==> src/rtl/atom_reg_bank.sv <==
// rtl/atom_reg_bank.sv - staged register bank with per-channel locks and atomic commit
// Optional per-channel parity on the live registers is enabled by defining ATOM_REG_PARITY_EN.
module atom_reg_bank #(
    parameter int WIDTH    = 8,
    parameter int CHANNELS = 4,
    parameter int ADDR_W   = 2
) (
    input  logic                      clk,
    input  logic                      rst,
    input  logic                      wr_valid,
    output logic                      wr_ready,
    input  logic [ADDR_W-1:0]         wr_addr,
    input  logic [WIDTH-1:0]          wr_data,
    input  logic                      lock_set,
    input  logic                      lock_clr,
    input  logic [ADDR_W-1:0]         lock_addr,
    input  logic                      commit,
    output logic [CHANNELS*WIDTH-1:0] data_out,
    output logic [CHANNELS-1:0]       lock_out,
    output logic [CHANNELS-1:0]       staged_out,
    output logic                      err,
    output logic [CHANNELS-1:0]       par_out
);

    typedef enum logic [1:0] {
        IDLE   = 2'd0,
        STAGED = 2'd1,
        COMMIT = 2'd2
    } state_t;

    localparam logic [ADDR_W:0] CH_LIM = (ADDR_W+1)'(CHANNELS);

    state_t                      state_q, state_d;
    logic [WIDTH-1:0]            stage_q [CHANNELS];
    logic [WIDTH-1:0]            stage_d [CHANNELS];
    logic [CHANNELS-1:0]         staged_q, staged_d;
    logic [CHANNELS-1:0]         lock_q, lock_d;
    logic [CHANNELS*WIDTH-1:0]   data_q, data_d;
    logic                        err_q, err_d;
    logic                        wr_fire;
    logic                        addr_ok;
    logic                        wr_ok;

    assign wr_ready = (state_q != COMMIT);
    assign wr_fire  = wr_valid && wr_ready;
    assign addr_ok  = ({1'b0, wr_addr} < CH_LIM);
    // Out-of-range addresses never index the lock vector.
    assign wr_ok    = wr_fire && addr_ok && !lock_q[wr_addr];
    assign err_d    = wr_fire && !wr_ok;

    // Set wins over clear when both target the same channel.
    always_comb begin
        lock_d = lock_q;
        for (int n = 0; n < CHANNELS; n++) begin
            if (lock_set && lock_addr == ADDR_W'(n)) begin
                lock_d[n] = 1'b1;
            end else if (lock_clr && lock_addr == ADDR_W'(n)) begin
                lock_d[n] = 1'b0;
            end
        end
    end

    always_comb begin
        state_d  = state_q;
        stage_d  = stage_q;
        staged_d = staged_q;
        data_d   = data_q;
        case (state_q)
            COMMIT: begin
                // Copy uses the lock bits held during this cycle, not lock_d.
                for (int n = 0; n < CHANNELS; n++) begin
                    if (staged_q[n] && !lock_q[n]) begin
                        data_d[n*WIDTH +: WIDTH] = stage_q[n];
                        staged_d[n]              = 1'b0;
                    end
                end
                state_d = (|staged_d) ? STAGED : IDLE;
            end
            default: begin
                if (wr_ok) begin
                    stage_d[wr_addr]  = wr_data;
                    staged_d[wr_addr] = 1'b1;
                end
                if (commit) begin
                    state_d = COMMIT;
                end else begin
                    state_d = (|staged_d) ? STAGED : IDLE;
                end
            end
        endcase
    end

    always_ff @(posedge clk or posedge rst) begin
        if (rst) begin
            state_q  <= IDLE;
            stage_q  <= '{default: '0};
            staged_q <= '0;
            lock_q   <= '0;
            data_q   <= '0;
            err_q    <= 1'b0;
        end else begin
            state_q  <= state_d;
            stage_q  <= stage_d;
            staged_q <= staged_d;
            lock_q   <= lock_d;
            data_q   <= data_d;
            err_q    <= err_d;
        end
    end

`ifdef ATOM_REG_PARITY_EN
    logic [CHANNELS-1:0] par_q, par_d;

    always_comb begin
        par_d = '0;
        for (int n = 0; n < CHANNELS; n++) begin
            par_d[n] = ^data_d[n*WIDTH +: WIDTH];
        end
    end

    always_ff @(posedge clk or posedge rst) begin
        if (rst) begin
            par_q <= '0;
        end else begin
            par_q <= par_d;
        end
    end

    assign par_out = par_q;
`else
    assign par_out = '0;
`endif

    assign data_out   = data_q;
    assign lock_out   = lock_q;
    assign staged_out = staged_q;
    assign err        = err_q;

endmodule

==> config.mk <==
export PLATFORM = sky130hd
export DESIGN_NAME = atom_reg_bank
export DESIGN_NICKNAME = d
export VERILOG_FILES = /design/src/rtl/atom_reg_bank.sv
export SDC_FILE = /design/constraint.sdc
export NUM_CORES = 1
export LEC_CHECK = 0
export ABC_AREA = 1
export BUFFER_PORTS_ARGS = -buffer_cell sky130_fd_sc_hd__clkbuf_2
export CAP_MARGIN = 5
export CELL_PAD_IN_SITES_DETAIL_PLACEMENT = 1
export CELL_PAD_IN_SITES_GLOBAL_PLACEMENT = 2
export CORE_UTILIZATION = 32
export CTS_CLUSTER_SIZE = 10
export DETAILED_ROUTE_END_ITERATION = 8
export PLACE_DENSITY = 0.9
export SETUP_SLACK_MARGIN = 0.4
export SLEW_MARGIN = 40
export SYNTH_ARGS = -nofsm -noshare
export SYNTH_HDL_FRONTEND = slang
export SYNTH_SLANG_ARGS = --single-unit
==> constraint.sdc <==
create_clock -name clk -period 2.4 [get_ports clk]
set_clock_uncertainty 0.05 [all_clocks]
set_input_delay 0 -clock clk [delete_from_list [all_inputs] [get_ports clk]]
set_output_delay 0 -clock clk [all_outputs]
set_load 0.01 [all_outputs]
# Word-level counts from Yosys, hierarchy flattened
# Cells that the tools add are included.
dict set report word_totals {
  regBits 75
  output_inout_bits 46
  word_cells 92
  inputBits 18
}
dict set report op_classes {
  order_cmp 4
  n_bitwise 3
  n_eq_ne 5
  mux 30
  n_reduce_logical 35
}
# cell n
set op_table {}
lappend op_table {{$bwmux W32} 1}
lappend op_table {{$mux W1} 20}
lappend op_table {{$logic_and A1 B1 Y1} 17}
lappend op_table {{$demux W8 S2} 1}
lappend op_table {{$mux W4} 3}
lappend op_table {{$reduce_and A2 Y1} 5}
lappend op_table {{$mux W8} 1}
lappend op_table {{$reduce_bool A2 Y1} 4}
lappend op_table {{$reduce_or A4 Y1} 2}
lappend op_table {{$eq A2 B2 Y1 const B} 3}
lappend op_table {{$logic_not A1 Y1} 6}
lappend op_table {{$mux W2} 2}
lappend op_table {{$or A4 B4 Y4} 1}
lappend op_table {{$ge A3 B3 Y1 const B} 1}
lappend op_table {{$lt A2 B3 Y1 const B} 1}
lappend op_table {{$lt A3 B1 Y1 const B} 1}
lappend op_table {{$not A2 Y3} 1}
lappend op_table {{$bmux W1 S2} 1}
lappend op_table {{$demux W1 S2} 1}
lappend op_table {{$eq A2 B1 Y1 const B} 1}
lappend op_table {{$ge A2 B1 Y1 const B} 1}
lappend op_table {{$logic_not A2 Y1} 1}
lappend op_table {{$ne A2 B2 Y1 const B} 1}
lappend op_table {{$not A1 Y1} 1}

# Longest topological paths before layout
# Gate-level depths: netlist of run 1.
dict set report depth {
  word_depth 11
  mapped_depth 10
  depth_no_buf 10
}

# Least setup slack after synthesis of run 1
# OpenSTA, ideal clock, no wires.
dict set report synth_timing {
  kind {register -> register}
  startpoint {register state_q[0]}
  endpoint {register stage_q[3] (netlist bit)}
  arrival_ns 1.118
  path_stages_with_launch 8
  path_buffers 1
  slack_ns 1.106
  required_time_ns 2.224
  setup_time_ns 0.126
  period_less_slack_ns 1.294
  cell_sequence {dfrtp_1 -> nor2_4 -> nor2_1 -> nand3b_1 -> clkinv_2 -> buf_6 -> nand2_1 -> o21ai_0}
}
dict set report synth_via {
  elab_chain_len 4
  elab_cells_between_ends 6
  cone_classes {eq/ne: 2; bitwise: 1; reduce/logical: 3}
}
# element line
set synth_rtl {}
lappend synth_rtl {{from (decl)} 33} ;# state_t state_q, state_d;
lappend synth_rtl {{from (signal assigned)} 102} ;# state_q <= state_d;
lappend synth_rtl {{$ne A2 B2 Y1} 44} ;# assign wr_ready = (state_q != COMMIT);
lappend synth_rtl {{$logic_and A1 B1 Y1} 45} ;# assign wr_fire = wr_valid && wr_ready;
lappend synth_rtl {{$logic_and A1 B1 Y1} 48} ;# assign wr_ok = wr_fire && addr_ok && !lock_q[wr_addr];
lappend synth_rtl {{$reduce_and A2 Y1 (no source line) (*)} -}
lappend synth_rtl {{to (signal assigned)} 103} ;# stage_q <= stage_d;
lappend synth_rtl {{to (decl)} 34} ;# logic [WIDTH-1:0] stage_q [CHANNELS];
# Every way passes the cells marked *; elsewhere a longest branch is shown, timed or not.
# A chain may end at the register's enable or synchronous reset.

# Final worst setup path of run 1
dict set report layout_timing {
  startpoint {input port lock_addr[0]}
  endpoint {register lock_q[2] (netlist: lock_out[2])}
}
dict set report layout_via {
  elab_chain_len 3
  elab_cells_between_ends 5
  cone_classes {eq/ne: 1; mux: 1; reduce/logical: 3}
}
# element line
set layout_rtl {}
lappend layout_rtl {{from (decl)} 16} ;# input logic [ADDR_W-1:0] lock_addr,
lappend layout_rtl {{$eq A2 B2 Y1 (*)} {55, 57}}
lappend layout_rtl {{$logic_and A1 B1 Y1 (on tied branches)} {55, 57}}
lappend layout_rtl {{$mux W1 or $reduce_bool A2 Y1 (tied branches)} -}
lappend layout_rtl {{to (signal assigned)} 105} ;# lock_q <= lock_d;
lappend layout_rtl {{to (decl)} 37} ;# logic [CHANNELS-1:0] lock_q, lock_d;
# Marked as above.

==> results.cfg, run 1 <==
[setup_path]
end_kind = flop
path_cells = dlygate4sd3_1 > clkbuf_2 > inv_1 > nand3_1 > dlygate4sd3_1 > o21ai_0 > dlygate4sd3_1
slowest_delay_ns = 0.57
r2r-start = state_q[0]
path_buf_inv = 5
cp_common_cell = dlygate4sd3_1
reg2reg_slack_ns = 0.77
reg2regPathDepth = 3
path_class = primary input to flop
cpLargestDelayFamily = buffers and inverters
r2r_end = data_out[7]
worst_setup_path_start_kind = primary input
cp.required_ns = 2.65
arrival_ns = 2.07
crit_fanout = 5
slowest_stage = dlygate4sd3_1

[yosys]
ys.flop_type = dfrtp_1
netlist.area_leader.share_pct = 62.34
synth_edf_count = 0
ys_async_sr_fraction_pct = 100.0
netlist_top_cells_area = dfrtp_1 62%, o21ai_0 11%, nand2_1 11%, inv_1 6.2%, nand3_1 2.3%
synthCells = 329
yosys.area.top_type = dfrtp_1
syn_avg_cell_area_um2 = 9.150
syn_area_um2 = 3010
ys_warn_count = 0
synth-seq-cells = 75
synth_cell_types = 16
seq_area_frac_synth_pct = 62.34

[global_routing]
grtUsageTotal_pct = 16.99
overflow = 0
grt_pass1_wl_um = 12570
grt_max_degree = 50
antenna_found_initial = 0
grt_pass1_vias = 2561

[clocking]
clock_latency_ns = 0.35
clk_pin_slew_ns = 0.08
postCtsSetupRepairBufs = 0
cts_buffer_depth = 2
cts_tree = yes
cts_buffers = 9
clock-root-buffer = clkbuf_8
cts_max_level = 3
cts_sinks = 75

[floorplan]
num_rows = 35
die_h_um = 98.99
coreArea_um2 = 9196
ios = 64
dieArea_um2 = 9799
die_w_um = 98.99
start_util_pct = 32.73

[run_status]
status = complete, no violations

[timing]
finalCritPeriodShare_pct = 76.20
final.setup.tns_ns = 0
timing.fmax_mhz = 546.8
worst_pin_slew_ns = 0.6116
hold_viol_final = 0
setup_viol = 0
rsz0062_at_grt = false
drv_slew = 0
relSlewSlack_pct = 59.11
period_minus_slack_ns = 1.829

[hold_path]
hold_path_class = primary input to flop
min_from = lock_clr
min_to = lock_out[1]
min_path_cells = 4

[power]
max-vdd-ir-drop_uv = 355.9
p_leak_nw = 1.932
p_per_area_nw_per_um2 = 1085

[final_layout]
final_cells = 522
drive_above_1_share_pct = 19.46
fillers = 1093
nets = 426
antenna_cells = 0
syn_to_final_growth_pct = 24.15

[detailed_routing]
drt_iter0_drc = 79
ant_nets = 0
routed_wl_um = 7572
vias = 2418
post-route-drc-count = 0
dr.pass1.iters = 4
routedWlPerCell_um = 14.51
via_per_inst = 4.632

[placed_design]
finalWeightedCongestion = 0.7563
placed_cells = 491
port_buffers = 59
hpwlAfterDp_um = 5351

[flow_run]
cap_violations = 0
==> cell families (layout without fill, tap and decap cells) <==
logic type,Yosys count,count (layout),share of synthesized area (%)
compound gates,68,68,11.30
buf+inv,66,145,9.892
flops,75,75,62.34
other cells,1,4,0.1246
simple gates,119,119,16.33
==> worst reg2reg max path: stages (launching register included) <==
cell,delay [ns]
dfrtp_1,0.40
nor2_4,0.23
nand3_1,0.49
o21ai_0,0.37
==> cell usage in the layout (no fill, tap or decap) <==
master	Yosys	layout
clkinv_2	4	6
clkbuf_2	0	59
clkbuf_8	0	10
clkbuf_1	4	1
dfrtp_1	75	75
nor3_1	5	5
nand4_1	1	1
conb_1	1	4
nor2_4	2	2
o21ai_0	67	67
inv_1	50	49
nand3b_1	1	1
buf_12	0	1
inv_2	0	1
o21ai_1	1	1
nand3_1	14	14
nand2_1	88	88
nor2_1	8	8
bufinv_16	0	1
dlygate4sd3_1	0	17
==> cells in the mapped netlist (2+ instances only) <==
library cell	count
dfrtp_1	75
o21ai_0	67
nand2_1	88
nor2_4	2
buf_4	4
inv_1	50
clkbuf_1	4
nand3_1	14
buf_6	4
nor2_1	8
clkinv_2	4
nor3_1	5
==> layer usage <==
layer,up-vias,track usage (%),share of wire (%),routed length [µm]
met5,-,0,0,0
met1,1185,22.33,47,3537
met2,47,27.22,48,3635
li1,1172,-,-,-
met3,14,3.830,3.3,251
met4,0,6.889,1.9,147
==> repair_timing <==
item                                   in CTS  in global routing
resized for setup                           0                  0
endpoints found under the hold margin      65                  0
hold buffers                               17                  0
==> power by group <==
group | total (W) | internal, W | switching, W
Clock | 0.000933 | 0.000494 | 0.000439
Sequential | 0.00201 | 0.00175 | 0.000264
Combinational | 0.00111 | 0.000440 | 0.000667
==> sequential cells by signal (all words and copies together), names as in the netlist <==
signal	flops
staged_out	4
data_out	32
state_q	2
stage_q	32
err	1
lock_out	4
==> per-stage QoR <==
| step | util (%) | area [µm²] | total power (W) | setup WS (ns) | hold WS (ns) |
|---|---|---|---|---|---|
| floorplan | - | 3022 | 0.002597 | 0.4400 | 0.05623 |
| global placement | 36.82 | 3386 | 0.003074 | 0.8234 | 0.04846 |
| detailed placement | 36.82 | 3386 | 0.003142 | 0.7580 | 0.05619 |
| CTS | 40.64 | 3737 | 0.004119 | 0.6240 | 0.005895 |
| global route | 40.64 | 3737 | 0.004356 | 0.5128 | 0.08461 |
| finish | 40.64 | 3737 | 0.004054 | 0.5713 | 0.01164 |
==> final cells by class <==
cell class,instances,area [µm²],area share [%]
flip-flops and latches,75,1877,50.22
multi-input cells,191,847.1,22.66
repair buffers,77,485.5,12.99
inverters,54,207.7,5.557
clock buffers,11,141.4,3.783
well taps,111,138.9,3.716
clock inverters,3,40.04,1.071
==> how the worst max path moves through the flow <==
stage / cells after the start / end / slack, ns / start
finish: 7 / lock_out[2] / 0.57 / lock_addr[0]
detailed placement: 3 / data_out[7] / 0.76 / state_q[0]
floorplan: 1 / data_out[0] / 0.44 / rst
CTS: 7 / lock_out[2] / 0.62 / lock_addr[0]
global placement: 3 / data_out[5] / 0.82 / state_q[0]
global route: 7 / lock_out[2] / 0.51 / lock_addr[0]
No activity file was read; power rests on OpenSTA's default activity.
==> run 2, diff against run 1 <==
==> constraint.sdc (replaced) <==
create_clock -name clk -period 1.7 [get_ports clk]
set_clock_uncertainty 0.05 [all_clocks]
set_input_delay 0 -clock clk [delete_from_list [all_inputs] [get_ports clk]]
set_output_delay 0 -clock clk [all_outputs]
set_load 0.01 [all_outputs]
==> results.cfg, run 2 (synthesized netlist as in run 1, its figures left out) <==
[setup_path]
cp_common_cell = nand2_1
path_buf_inv = 1
end_kind = flop
slowest_delay_ns = 0.43
cpLargestDelayFamily = simple AND/OR/NAND/NOR gates
cp.required_ns = 1.94
r2r_end = state_q[0]
slowest_stage = dfrtp_1
crit_fanout = 3
critPathLaunch = lock_out[3]
arrival_ns = 1.70
path_class = flop to flop
reg2regPathDepth = 10
reg2reg_slack_ns = 0.24
path_cells = nand3_2 > nand2_2 > nor2_4 > buf_6 > nand3_4 > nand2_2 > nor2_2 > nand2_1 > nand2_1 > nand2_1
worst_setup_path_start_kind = flop
r2r-start = lock_out[3]

[timing]
final.setup.tns_ns = 0
relSlewSlack_pct = 65.01
timing.fmax_mhz = 684.0
drv_slew = 0
period_minus_slack_ns = 1.462
setup_viol = 0
hold_viol_final = 0
finalCritPeriodShare_pct = 86.00
rsz0062_at_grt = true
worst_pin_slew_ns = 0.5238

[global_routing]
grtUsageTotal_pct = 18.85
grt_pass1_wl_um = 13950
grt_max_degree = 33
overflow = 0
antenna_found_initial = 0
grt_pass1_vias = 2688

[detailed_routing]
routed_wl_um = 9135
post-route-drc-count = 0
vias = 2592
via_per_inst = 4.721
drt_iter0_drc = 118
dr.pass1.iters = 5
ant_nets = 0
routedWlPerCell_um = 16.64

[power]
power_w = 0.006213
p_per_area_nw_per_um2 = 1473
p_leak_nw = 2.120
clkPwrFrac_pct = 23.6
max-vdd-ir-drop_uv = 707.4
p_sw_w = 0.002149
swShare_pct = 34.59
seqPwrFrac_pct = 46.2
p_comb_share_pct = 30.2
internal-power_w = 0.004064

[floorplan]
die_h_um = 98.99
num_rows = 35
ios = 64
coreArea_um2 = 9196
start_util_pct = 32.73
die_w_um = 98.99
dieArea_um2 = 9799

[placed_design]
finalWeightedCongestion = 0.7989
port_buffers = 59
hpwlAfterDp_um = 5508
placed_cells = 496

[clocking]
cts_sinks = 75
cts_tree = yes
clock_latency_ns = 0.34
cts_buffer_depth = 2
cts_max_level = 3
clk_pin_slew_ns = 0.08
clock-root-buffer = clkbuf_8
cts_buffers = 9

[final_layout]
nets = 451
final_common_cell = dfrtp_1
final_cell_mix = 75 x dfrtp_1, 67 x nand2_1, 59 x clkbuf_2, 47 x o21ai_0, 45 x inv_1
antenna_cells = 0
syn_to_final_growth_pct = 40.15
drive_above_1_share_pct = 33.79
final_cells = 549

[hold_path]
hold_path_class = primary input to asynchronous set/reset pin

[run_status]
status = complete, no violations

[flow_run]
cap_violations = 0
==> run 2: layout make-up <==
| class | instances | area [µm²] |
|---|---|---|
| clock buffer | 11 | 131.4 |
| clock inverter | 5 | 77.57 |
| fill | 1071 | 4977 |
| inverter | 54 | 237.7 |
| multi-input combinational | 192 | 1056 |
| sequential | 75 | 1877 |
| tap | 111 | 138.9 |
| timing repair buffer | 98 | 674.4 |
| timing repair inverter | 3 | 26.28 |
==> run 2: worst register-to-register path, cell delays in order (launching register included) <==
cell	delay [ns]
dfrtp_1	0.43
nand3_2	0.10
nand2_2	0.07
nor2_4	0.16
buf_6	0.15
nand3_4	0.11
nand2_2	0.12
nor2_2	0.05
nand2_1	0.06
nand2_1	0.05
nand2_1	0.06
==> run 2: worst max-delay path by stage <==
stage	end	slack [ns]	cells after the start
CTS	state_q[0]	0.31	10
finish	state_q[0]	0.24	10
detailed placement	data_out[12]	0.15	3
floorplan	stage_q[3]	0.41	7
global route	stage_q[8]	0.17	8
global placement	stage_q[10]	0.26	6
==> run 2: through the flow <==
stage	cell area, µm²	setup slack, ns	hold slack (ns)	utilization, %
after CTS	4058	0.3084	0.1577	44.12
after global placement	3427	0.2573	0.009219	37.27
after global routing	4219	0.1749	0.2166	45.88
final	4219	0.2381	0.1865	45.88
after detailed placement	3427	0.1507	0.01358	37.27
after floorplan	3025	0.4056	0.05623	-
==> run 2: metal layers <==
metal / up-vias / global-route usage, % / part of all wire, %
li1: 1230 / - / -
met1: 1283 / 23.58 / 43
met2: 67 / 31.90 / 51
met3: 12 / 4.823 / 3.5
met4: 0 / 6.085 / 1.5
met5: - / 0 / 0
==> run 2: power by group through the flow <==
stage                     combinational, W  sequential, W  clock, W
after global routing               0.00212        0.00295   0.00159
after detailed placement           0.00158        0.00288         0
after global placement             0.00150        0.00287         0
after floorplan                   0.000687        0.00298         0
final                              0.00188        0.00287   0.00147
after CTS                          0.00176        0.00284   0.00152
==> run 2: timing repair <==
item,CTS,global route
hold buffers,16,0
pin swaps,5,2
hold endpoints to repair,62,0
cloned,3,4
buffers inserted,13,1
resized for setup,43,46
setup endpoints to repair,51,68
